## config.mk

```make
export PLATFORM = sky130hd
export DESIGN_NAME = mult_div_unit
export DESIGN_NICKNAME = d
export VERILOG_FILES = /design/src/rtl/mult_div_unit.sv
export SDC_FILE = /design/constraint.sdc
export NUM_CORES = 1
export LEC_CHECK = 0
export CORE_AREA = 10 10 185 187
export DETAILED_ROUTE_END_ITERATION = 6
export DIE_AREA = 0 0 195 197
export PLACE_DENSITY = 0.9
export RECOVER_POWER = 25
export SLEW_MARGIN = 20
export SYNTH_ARGS = -nofsm -noshare
export SYNTH_HDL_FRONTEND = slang
export SYNTH_SLANG_ARGS = --single-unit
```

## constraint.sdc

```tcl
create_clock -name clk -period 10.45 [get_ports clk]
set_input_delay 2.09 -clock clk [delete_from_list [all_inputs] [get_ports clk]]
set_output_delay 2.09 -clock clk [all_outputs]
set_load 0.01 [all_outputs]
```

## src/rtl/mult_div_unit.sv

```systemverilog
`default_nettype none
// ============================================================================
// Module      : mult_div_unit
// Description : Multicycle signed multiply/divide unit with HI/LO result
//               registers (MULT/DIV, read back through MFHI/MFLO).
//               Multiply uses radix-2 Booth, divide uses restoring division
//               on operand magnitudes followed by a sign fix-up.
// Ports       : clk        - system clock, rising edge
//               reset      - asynchronous active-high reset
//               a, b       - signed operands (multiplicand/dividend,
//                            multiplier/divisor)
//               mult_start - one-cycle strobe, start signed multiply
//               div_start  - one-cycle strobe, start signed divide
//               busy       - operation in progress
//               done       - one-cycle pulse, HI/LO valid
//               div_zero   - pulses with done when the divisor was zero
//               hi, lo     - result registers
// Revision    : 1.0 - initial release
// ============================================================================
module mult_div_unit #(
    parameter int WIDTH = 32
) (
    input  logic             clk,
    input  logic             reset,
    input  logic [WIDTH-1:0] a,
    input  logic [WIDTH-1:0] b,
    input  logic             mult_start,
    input  logic             div_start,
    output logic             busy,
    output logic             done,
    output logic             div_zero,
    output logic [WIDTH-1:0] hi,
    output logic [WIDTH-1:0] lo
);

    localparam logic [2:0] c_ST_IDLE = 3'd0;
    localparam logic [2:0] c_ST_MULT = 3'd1;
    localparam logic [2:0] c_ST_DIV  = 3'd2;
    localparam logic [2:0] c_ST_FIX  = 3'd3;
    localparam logic [2:0] c_ST_DONE = 3'd4;

    localparam int                 c_CNT_W   = $clog2(WIDTH) + 1;
    localparam logic [c_CNT_W-1:0] c_CNT_ONE = c_CNT_W'(1);
    localparam logic [c_CNT_W-1:0] c_LAST    = c_CNT_W'(WIDTH - 1);

    logic [2:0]         r_state;
    logic [2:0]         w_next_state;
    logic [c_CNT_W-1:0] r_cnt;
    logic               r_is_div;
    logic               r_dz;
    logic               r_a_neg;
    logic               r_b_neg;
    logic               r_b_zero;
    logic [WIDTH-1:0]   r_mcand;
    // Booth accumulator: {A (WIDTH+1 bits), Q (WIDTH bits), q(-1)}. The extra
    // A bit keeps A - M from overflowing when M is the most negative value.
    logic [2*WIDTH+1:0] r_acc;
    logic [WIDTH-1:0]   r_quo;
    logic [WIDTH-1:0]   r_rem;
    logic [WIDTH-1:0]   r_dvs;
    logic [WIDTH-1:0]   r_hi;
    logic [WIDTH-1:0]   r_lo;

    logic [WIDTH:0]     w_mcand_x;
    logic [WIDTH:0]     w_booth_sum;
    logic [2*WIDTH+1:0] w_acc_next;
    logic [WIDTH:0]     w_rem_sh;
    logic [WIDTH:0]     w_diff;
    logic [WIDTH-1:0]   w_a_mag;
    logic [WIDTH-1:0]   w_b_mag;

    assign busy     = (r_state != c_ST_IDLE);
    assign done     = (r_state == c_ST_DONE);
    assign div_zero = done & r_dz;
    assign hi       = r_hi;
    assign lo       = r_lo;

    assign w_a_mag = a[WIDTH-1] ? -a : a;
    assign w_b_mag = b[WIDTH-1] ? -b : b;

    // Booth step: add/subtract multiplicand by {Q0, q(-1)}, then shift right
    // arithmetically across the whole accumulator.
    assign w_mcand_x = {r_mcand[WIDTH-1], r_mcand};
    always_comb begin
        w_booth_sum = r_acc[2*WIDTH+1:WIDTH+1];
        case (r_acc[1:0])
            2'b01:   w_booth_sum = r_acc[2*WIDTH+1:WIDTH+1] + w_mcand_x;
            2'b10:   w_booth_sum = r_acc[2*WIDTH+1:WIDTH+1] - w_mcand_x;
            default: w_booth_sum = r_acc[2*WIDTH+1:WIDTH+1];
        endcase
    end
    assign w_acc_next = {w_booth_sum[WIDTH], w_booth_sum, r_acc[WIDTH:1]};

    // Restoring divide step: shift the next dividend bit into the partial
    // remainder and subtract the divisor; a clear sign bit means it fit.
    assign w_rem_sh = {r_rem, r_quo[WIDTH-1]};
    assign w_diff   = w_rem_sh - {1'b0, r_dvs};

    always_ff @(posedge clk or posedge reset) begin
        if (reset) begin
            r_state <= c_ST_IDLE;
        end else begin
            r_state <= w_next_state;
        end
    end

    always_comb begin
        w_next_state = r_state;
        case (r_state)
            c_ST_IDLE: begin
                if (mult_start) begin
                    w_next_state = c_ST_MULT;
                end else if (div_start) begin
                    w_next_state = c_ST_DIV;
                end
            end
            c_ST_MULT: begin
                if (r_cnt == c_LAST) begin
                    w_next_state = c_ST_FIX;
                end
            end
            c_ST_DIV: begin
                if ((r_cnt == '0) && r_b_zero) begin
                    w_next_state = c_ST_DONE;
                end else if (r_cnt == c_LAST) begin
                    w_next_state = c_ST_FIX;
                end
            end
            // FIX is the shared result-write state for both operations.
            c_ST_FIX:  w_next_state = c_ST_DONE;
            c_ST_DONE: w_next_state = c_ST_IDLE;
            default:   w_next_state = c_ST_IDLE;
        endcase
    end

    always_ff @(posedge clk or posedge reset) begin
        if (reset) begin
            r_cnt    <= '0;
            r_is_div <= 1'b0;
            r_dz     <= 1'b0;
            r_a_neg  <= 1'b0;
            r_b_neg  <= 1'b0;
            r_b_zero <= 1'b0;
            r_mcand  <= '0;
            r_acc    <= '0;
            r_quo    <= '0;
            r_rem    <= '0;
            r_dvs    <= '0;
            r_hi     <= '0;
            r_lo     <= '0;
        end else begin
            case (r_state)
                c_ST_IDLE: begin
                    if (mult_start) begin
                        r_is_div <= 1'b0;
                        r_dz     <= 1'b0;
                        r_cnt    <= '0;
                        r_mcand  <= a;
                        r_acc    <= {{(WIDTH+1){1'b0}}, b, 1'b0};
                    end else if (div_start) begin
                        r_is_div <= 1'b1;
                        r_dz     <= 1'b0;
                        r_cnt    <= '0;
                        r_a_neg  <= a[WIDTH-1];
                        r_b_neg  <= b[WIDTH-1];
                        r_b_zero <= (b == '0);
                        r_quo    <= w_a_mag;
                        r_dvs    <= w_b_mag;
                        r_rem    <= '0;
                    end
                end
                c_ST_MULT: begin
                    r_acc <= w_acc_next;
                    r_cnt <= r_cnt + c_CNT_ONE;
                end
                c_ST_DIV: begin
                    if ((r_cnt == '0) && r_b_zero) begin
                        r_dz <= 1'b1;
                    end else begin
                        if (!w_diff[WIDTH]) begin
                            r_rem <= w_diff[WIDTH-1:0];
                            r_quo <= {r_quo[WIDTH-2:0], 1'b1};
                        end else begin
                            r_rem <= w_rem_sh[WIDTH-1:0];
                            r_quo <= {r_quo[WIDTH-2:0], 1'b0};
                        end
                        r_cnt <= r_cnt + c_CNT_ONE;
                    end
                end
                c_ST_FIX: begin
                    if (r_is_div) begin
                        // Quotient truncates toward zero; remainder follows
                        // the dividend's sign.
                        r_lo <= (r_a_neg ^ r_b_neg) ? -r_quo : r_quo;
                        r_hi <= r_a_neg ? -r_rem : r_rem;
                    end else begin
                        r_hi <= r_acc[2*WIDTH:WIDTH+1];
                        r_lo <= r_acc[WIDTH:1];
                    end
                end
                default: begin
                end
            endcase
        end
    end

endmodule
`default_nettype wire

```

* Word level (Yosys, flattened, before mapping) *
Index checks and enable logic that the tools add are counted.

cells by class
  add/sub/neg operators = 8
  equality and inequality tests = 13
  mux-type cells = 34
  bitwise operators = 3
  reductions and logical operators = 16

operators by type and width
  kind                                                  number
  2-to-1 mux 32 bit                                     13
  one-hot mux 66 bit (2 select lines)                   1
  negator 32 bit                                        4
  one-hot mux 32 bit (2 select lines)                   2
  2-to-1 mux 66 bit                                     1
  one-hot mux 33 bit (2 select lines)                   1
  adder 33 bit                                          1
  subtractor 33 x 32 -> 33 bit                          1
  subtractor 33 bit                                     1
  zero test 32 bit                                      1
  2-to-1 mux 6 bit                                      3
  one-hot mux 6 bit (3 select lines)                    1
  2-to-1 mux 3 bit                                      4
  one-hot mux 3 bit (4 select lines)                    1
  inequality test 2 bit (second input constant)         5
  AND reduction 3 bit                                   3
  adder 6 x 1 -> 6 bit (second input constant)          1
  equality test 3 x 2 -> 1 bit (second input constant)  2
  equality test 6 x 5 -> 1 bit (second input constant)  1
  zero test 6 bit                                       1
  2-to-1 mux 1 bit                                      6
  AND reduction 2 bit                                   3
  nonzero test 2 bit                                    3
  nonzero test 3 bit                                    2
  other kinds (12)                                      12

storage, ports and cells
  flip-flop bits (word level) = 272
  input bits = 68
  output and inout port bits = 67
  word-level logic and storage cells = 88

* Logic depth before layout (Yosys ltp) *
  word-level depth = 5
  depth in mapped cells = 19

* Worst setup path after synthesis *
Ideal clock, no wire load.

  path type = in2reg
  start = input a[10]
  end = register r_quo[29]
  library setup time = 0.082 ns
  data arrival time = 4.620 ns
  data required time = 10.368 ns
  setup slack = 5.749 ns
  stages = 9
  path buffers = 0
  path through = or4_1 or3_1 or3_1 nand2b_1 or4_1 o41ai_1 xnor2_1 nor2_1 a31oi_1

on the way
  word-level cells in the longest chain between the ends = 5

RTL lines
  element                              RTL line  source
  start, declared                      25        input logic [WIDTH-1:0] a,
  negator 32 bit                       78        assign w_a_mag = a[WIDTH-1] ? -a : a;
  2-to-1 mux 32 bit                    78
  2-to-1 mux 32 bit                    160       end else if (div_start) begin
  2-to-1 mux 32 bit                    154       if (mult_start) begin
  one-hot mux 32 bit (2 select lines)  152       case (r_state)
  end signal, assigned                 167       r_quo <= w_a_mag;
  end signal, assigned                 182       r_quo <= {r_quo[WIDTH-2:0], 1'b1};
  end signal, assigned                 185       r_quo <= {r_quo[WIDTH-2:0], 1'b0};
  end, declared                        58        logic [WIDTH-1:0] r_quo;

No other way between the ends. The select of a mux whose other input is x is not followed.
A chain may end at the register's enable or synchronous reset.

* Final worst setup path *
  start = input mult_start
  end = register r_acc[15]

on the way
  word-level cells in the longest chain between the ends = 2

RTL lines
  element                          RTL line  source
  start, declared                  27        input logic mult_start,
  inequality test 2 bit (no line)  -
  AND reduction 2 bit (no line)    -
  end signal, assigned             159       r_acc <= {{(WIDTH+1){1'b0}}, b, 1'b0};
  end signal, assigned             173       r_acc <= w_acc_next;
  end, declared                    57        logic [2*WIDTH+1:0] r_acc;

No other way between the ends.

==> key figures <==
Run status
  – Status: finished, violations left
  – Failing checks: DRC, capacitance limit, slew limit

Clock network
  – Skew-Pair Late Insertion Delay: 0.57 ns
  – Cts repair resizes: 0
  – Clock sink count: 271
  – Clock buffer depth: 3
  – Clk root buf: clkbuf_16
  – CTS tree: built
  – TritonCTS buffer count: 30
  – Setup bufs post-CTS: 0
  – Worst-path clk slew: 0.06 ns
  – H-tree depth: 1
  – Hold buffer count at CTS: 0

Setup path
  – Crit path kind: input port to flop
  – R2R depth: 17
  – WP data required: 10.91 ns
  – Slowest CP cell: clkbuf_1
  – CP max stage delay: 2.65 ns
  – CP top delay family: buffers and inverters
  – Critical-path cell list: dlygate4sd3_1, nand2_2, clkbuf_1, nand2_1, a31oi_1
  – Crit path depth: 5
  – Max FO, Critical Path: 83
  – Critical path endpoint category: flop
  – Buf/Inv on CP: 2
  – CP arrival: 6.02 ns
  – Startpoint types: input port

Synth
  – #FFs+latches synth: 271
  – EDFF count, synth: 0
  – Sequential fraction of the synthesis area: 37.6%
  – Synth Cell Area: 18,100 um^2
  – Ys Warns: 0
  – Top FF cell, synth: dfrtp_1
  – Synth Instances: 2,234
  – Synth area leaders: dfrtp_1 38%, nand2_1 9.2%, o21ai_0 8.6%, xor2_1 5.0%, ha_1 5.0%
  – Syn Nets: 2,376
  – Synth area leader: dfrtp_1
  – Yosys cell types: 65
  – Syn avg cell area: 8.08 um^2
  – Post-synth top area share: 37.6%
  – Async set-reset flop share out of synthesis: 100%

Power and ir drop
  – IR Drop Worst-Case VDD: 0.000258 V
  – Clock share of power: 14.0%
  – Int Power: 4.31 mW
  – Leak: 9.21 nW
  – Psw: 4.03 mW
  – Cell Pwr Density: 403 nW/um^2
  – Net Sw Frac: 48.3%
  – Tot Pwr: 8.34 mW
  – Comb pwr share: 60.5%
  – Sequential share of power: 25.5%

Die
  – Initial Utilization: 59.3%
  – Die Ht: 197 um
  – Die Width: 195 um
  – IO Pins: 135
  – Core Area: 30,400 um^2
  – Die area: 38,400 um^2
  – Rows: 64

Timing
  – Final setup fails: 0
  – Rel. slew slack: -153%
  – Setup TNS: 0 ns
  – Fin crit share: 53.2%
  – Worst-Margin Slew: 3.79 ns
  – RSZ-0062 raised after global routing: false
  – Layout Skew: 0.0226 ns
  – Slew Viols, Final: 235
  – Min Clock Period, post-route: 5.56 ns
  – Fmax achieved: 180 MHz
  – Final hold violations: 0
  – Worst setup margin: 4.89 ns
  – Final hold slack: 0.478 ns

Place
  – Input/output buffers: 134
  – Cells after DPL: 2,664
  – Area post-placement: 19,600 um^2
  – Post-DP HPWL: 40.3 mm
  – Gp weighted congestion: 1.01
  – Worst slack, placed: 4.87 ns

Global routing
  – Grt total ovfl: 0
  – Initial antenna violation count: 2
  – First-pass GRT wire length: 88.8 mm
  – Total GRT Usage: 27.8%
  – Vias in the first global route: 16,558
  – Largest net degree at the start of global routing: 192

Layout
  – Final Util: 68.0%
  – Post-route insts no fill: 2,716
  – FILL cells: 2,384
  – Layout cells sized above 1: 3.84%
  – Nets: 2,442
  – Post-route cell area: 20,700 um^2
  – Synth-to-Final Area Change: 14.6%

Detailed routing
  – First-pass DRT Iterations: 7
  – DR vias/cell: 6.38
  – DRT antenna net count: 0
  – Detailed Route Iter0 Violations: 2,154
  – WL/cell: 20.3 um
  – DRC Markers: 1
  – WL final: 55.2 mm
  – Via count: 17,324

Job
  – MaxCap Viol Count: 3

Worst hold path
  – Hold path cells: 2
  – Worst hold path type: flop to flop
==> synth_stat cells, drive strengths merged, types with 12 or more instances <==
cell type  count
a21o          33
a21oi        130
a31oi         54
buf           14
clkbuf       102
dfrtp        271
ha            72
inv           75
mux2i         38
nand2        441
nand2b        20
nand3         40
nor2         130
nor3          34
nor4          14
o211ai        12
o21a          12
o21ai        313
o31ai         33
o41ai         20
or3           23
or4           20
xnor2         94
xor2         104
==> worst paths after layout <==
| kind | start | end | slack (ns) |
|---|---|---|---|
| worst max-delay path | mult_start | r_acc[15] | 4.89 |
| worst min-delay path | r_dvs[21] | r_dvs[21] | 0.48 |
| worst max register to register | r_mcand[3] | r_acc[63] | 5.28 |
| worst min register to register | r_dvs[21] | r_dvs[21] | 0.48 |
| max in group asynchronous | reset | r_is_div | 5.25 |
| min in group asynchronous | reset | r_rem[24] | 3.10 |
==> registers in the layout, summed over array words and instances (netlist names) <==
signal / flops
hi: 32
r_state: 3
r_b_zero: 1
r_mcand: 32
lo: 32
r_acc: 65
r_b_neg: 1
r_is_div: 1
r_cnt: 6
r_quo: 32
r_a_neg: 1
r_rem: 32
r_dvs: 32
r_dz: 1
==> layout by cell type (no fill, tap or decap), drive strengths merged, types with 12 or more instances in the layout <==
cell / Yosys / layout
nand2: 441 / 441
o21ai: 313 / 313
dfrtp: 271 / 271
clkdlybuf4s50: 0 / 132
a21oi: 130 / 130
nor2: 130 / 130
xor2: 104 / 104
xnor2: 94 / 94
inv: 75 / 75
ha: 72 / 72
a31oi: 54 / 54
clkbuf: 102 / 42
nand3: 40 / 40
mux2i: 38 / 38
nor3: 34 / 34
a21o: 33 / 33
o31ai: 33 / 33
or3: 23 / 23
nand2b: 20 / 20
o41ai: 20 / 20
or4: 20 / 20
nor4: 14 / 14
buf: 14 / 14
o211ai: 12 / 12
o21a: 12 / 12
==> cell families after synthesis <==
logic type | Yosys count | share of synthesized area (%)
adders and majority gates | 74 | 5.21
DFF | 271 | 37.6
xor gates and xnor gates | 198 | 9.60
buffers and inverters | 191 | 4.00
muxes | 38 | 2.11
AOI/OAI and AO/OA | 679 | 22.3
and+or+nand+nor | 783 | 19.2
==> worst reg2reg max path: cells and delay by family, from the launching register on <==
family,cells,cell delay (ns)
compound gates,8,2.16
fa+ha+maj,1,0.39
flops,1,0.42
simple gates,6,1.77
xor+xnor,2,0.32
==> power by group through the flow <==
| stage | sequential, mW | combinational [mW] | clock (mW) |
|---|---|---|---|
| 3_5_place_dp | 2.11 | 4.91 | 0 |
| 6_report | 2.13 | 5.05 | 1.17 |
| 5_1_grt | 2.18 | 5.60 | 1.22 |
| 2_1_floorplan | 1.92 | 3.66 | 0 |
| 4_1_cts | 2.10 | 4.96 | 1.17 |
| 3_3_place_gp | 2.08 | 4.73 | 0 |
==> layer usage <==
layer	track usage [%]	routed length [um]	up-vias	part of all wire, %
met5	0	18	-	0.033
met3	4.82	4830	136	8.7
met4	8.99	1960	2	3.5
met2	46.2	25800	902	47
li1	-	-	7986	-
met1	36.2	22500	8298	41
==> final cells by class <==
class                   instances  area, um^2  area share (%)
diodes                          1        2.50          0.0121
clock buffers                  40         860            4.15
clock inverters                11         219            1.06
inverters                      75         283            1.37
multi-input cells            1772       10600            51.1
flip-flops and latches        271        6790            32.8
well taps                     396         495            2.39
repair buffers                150        1470            7.09
Note: power is estimated with default switching activity, not from simulation.
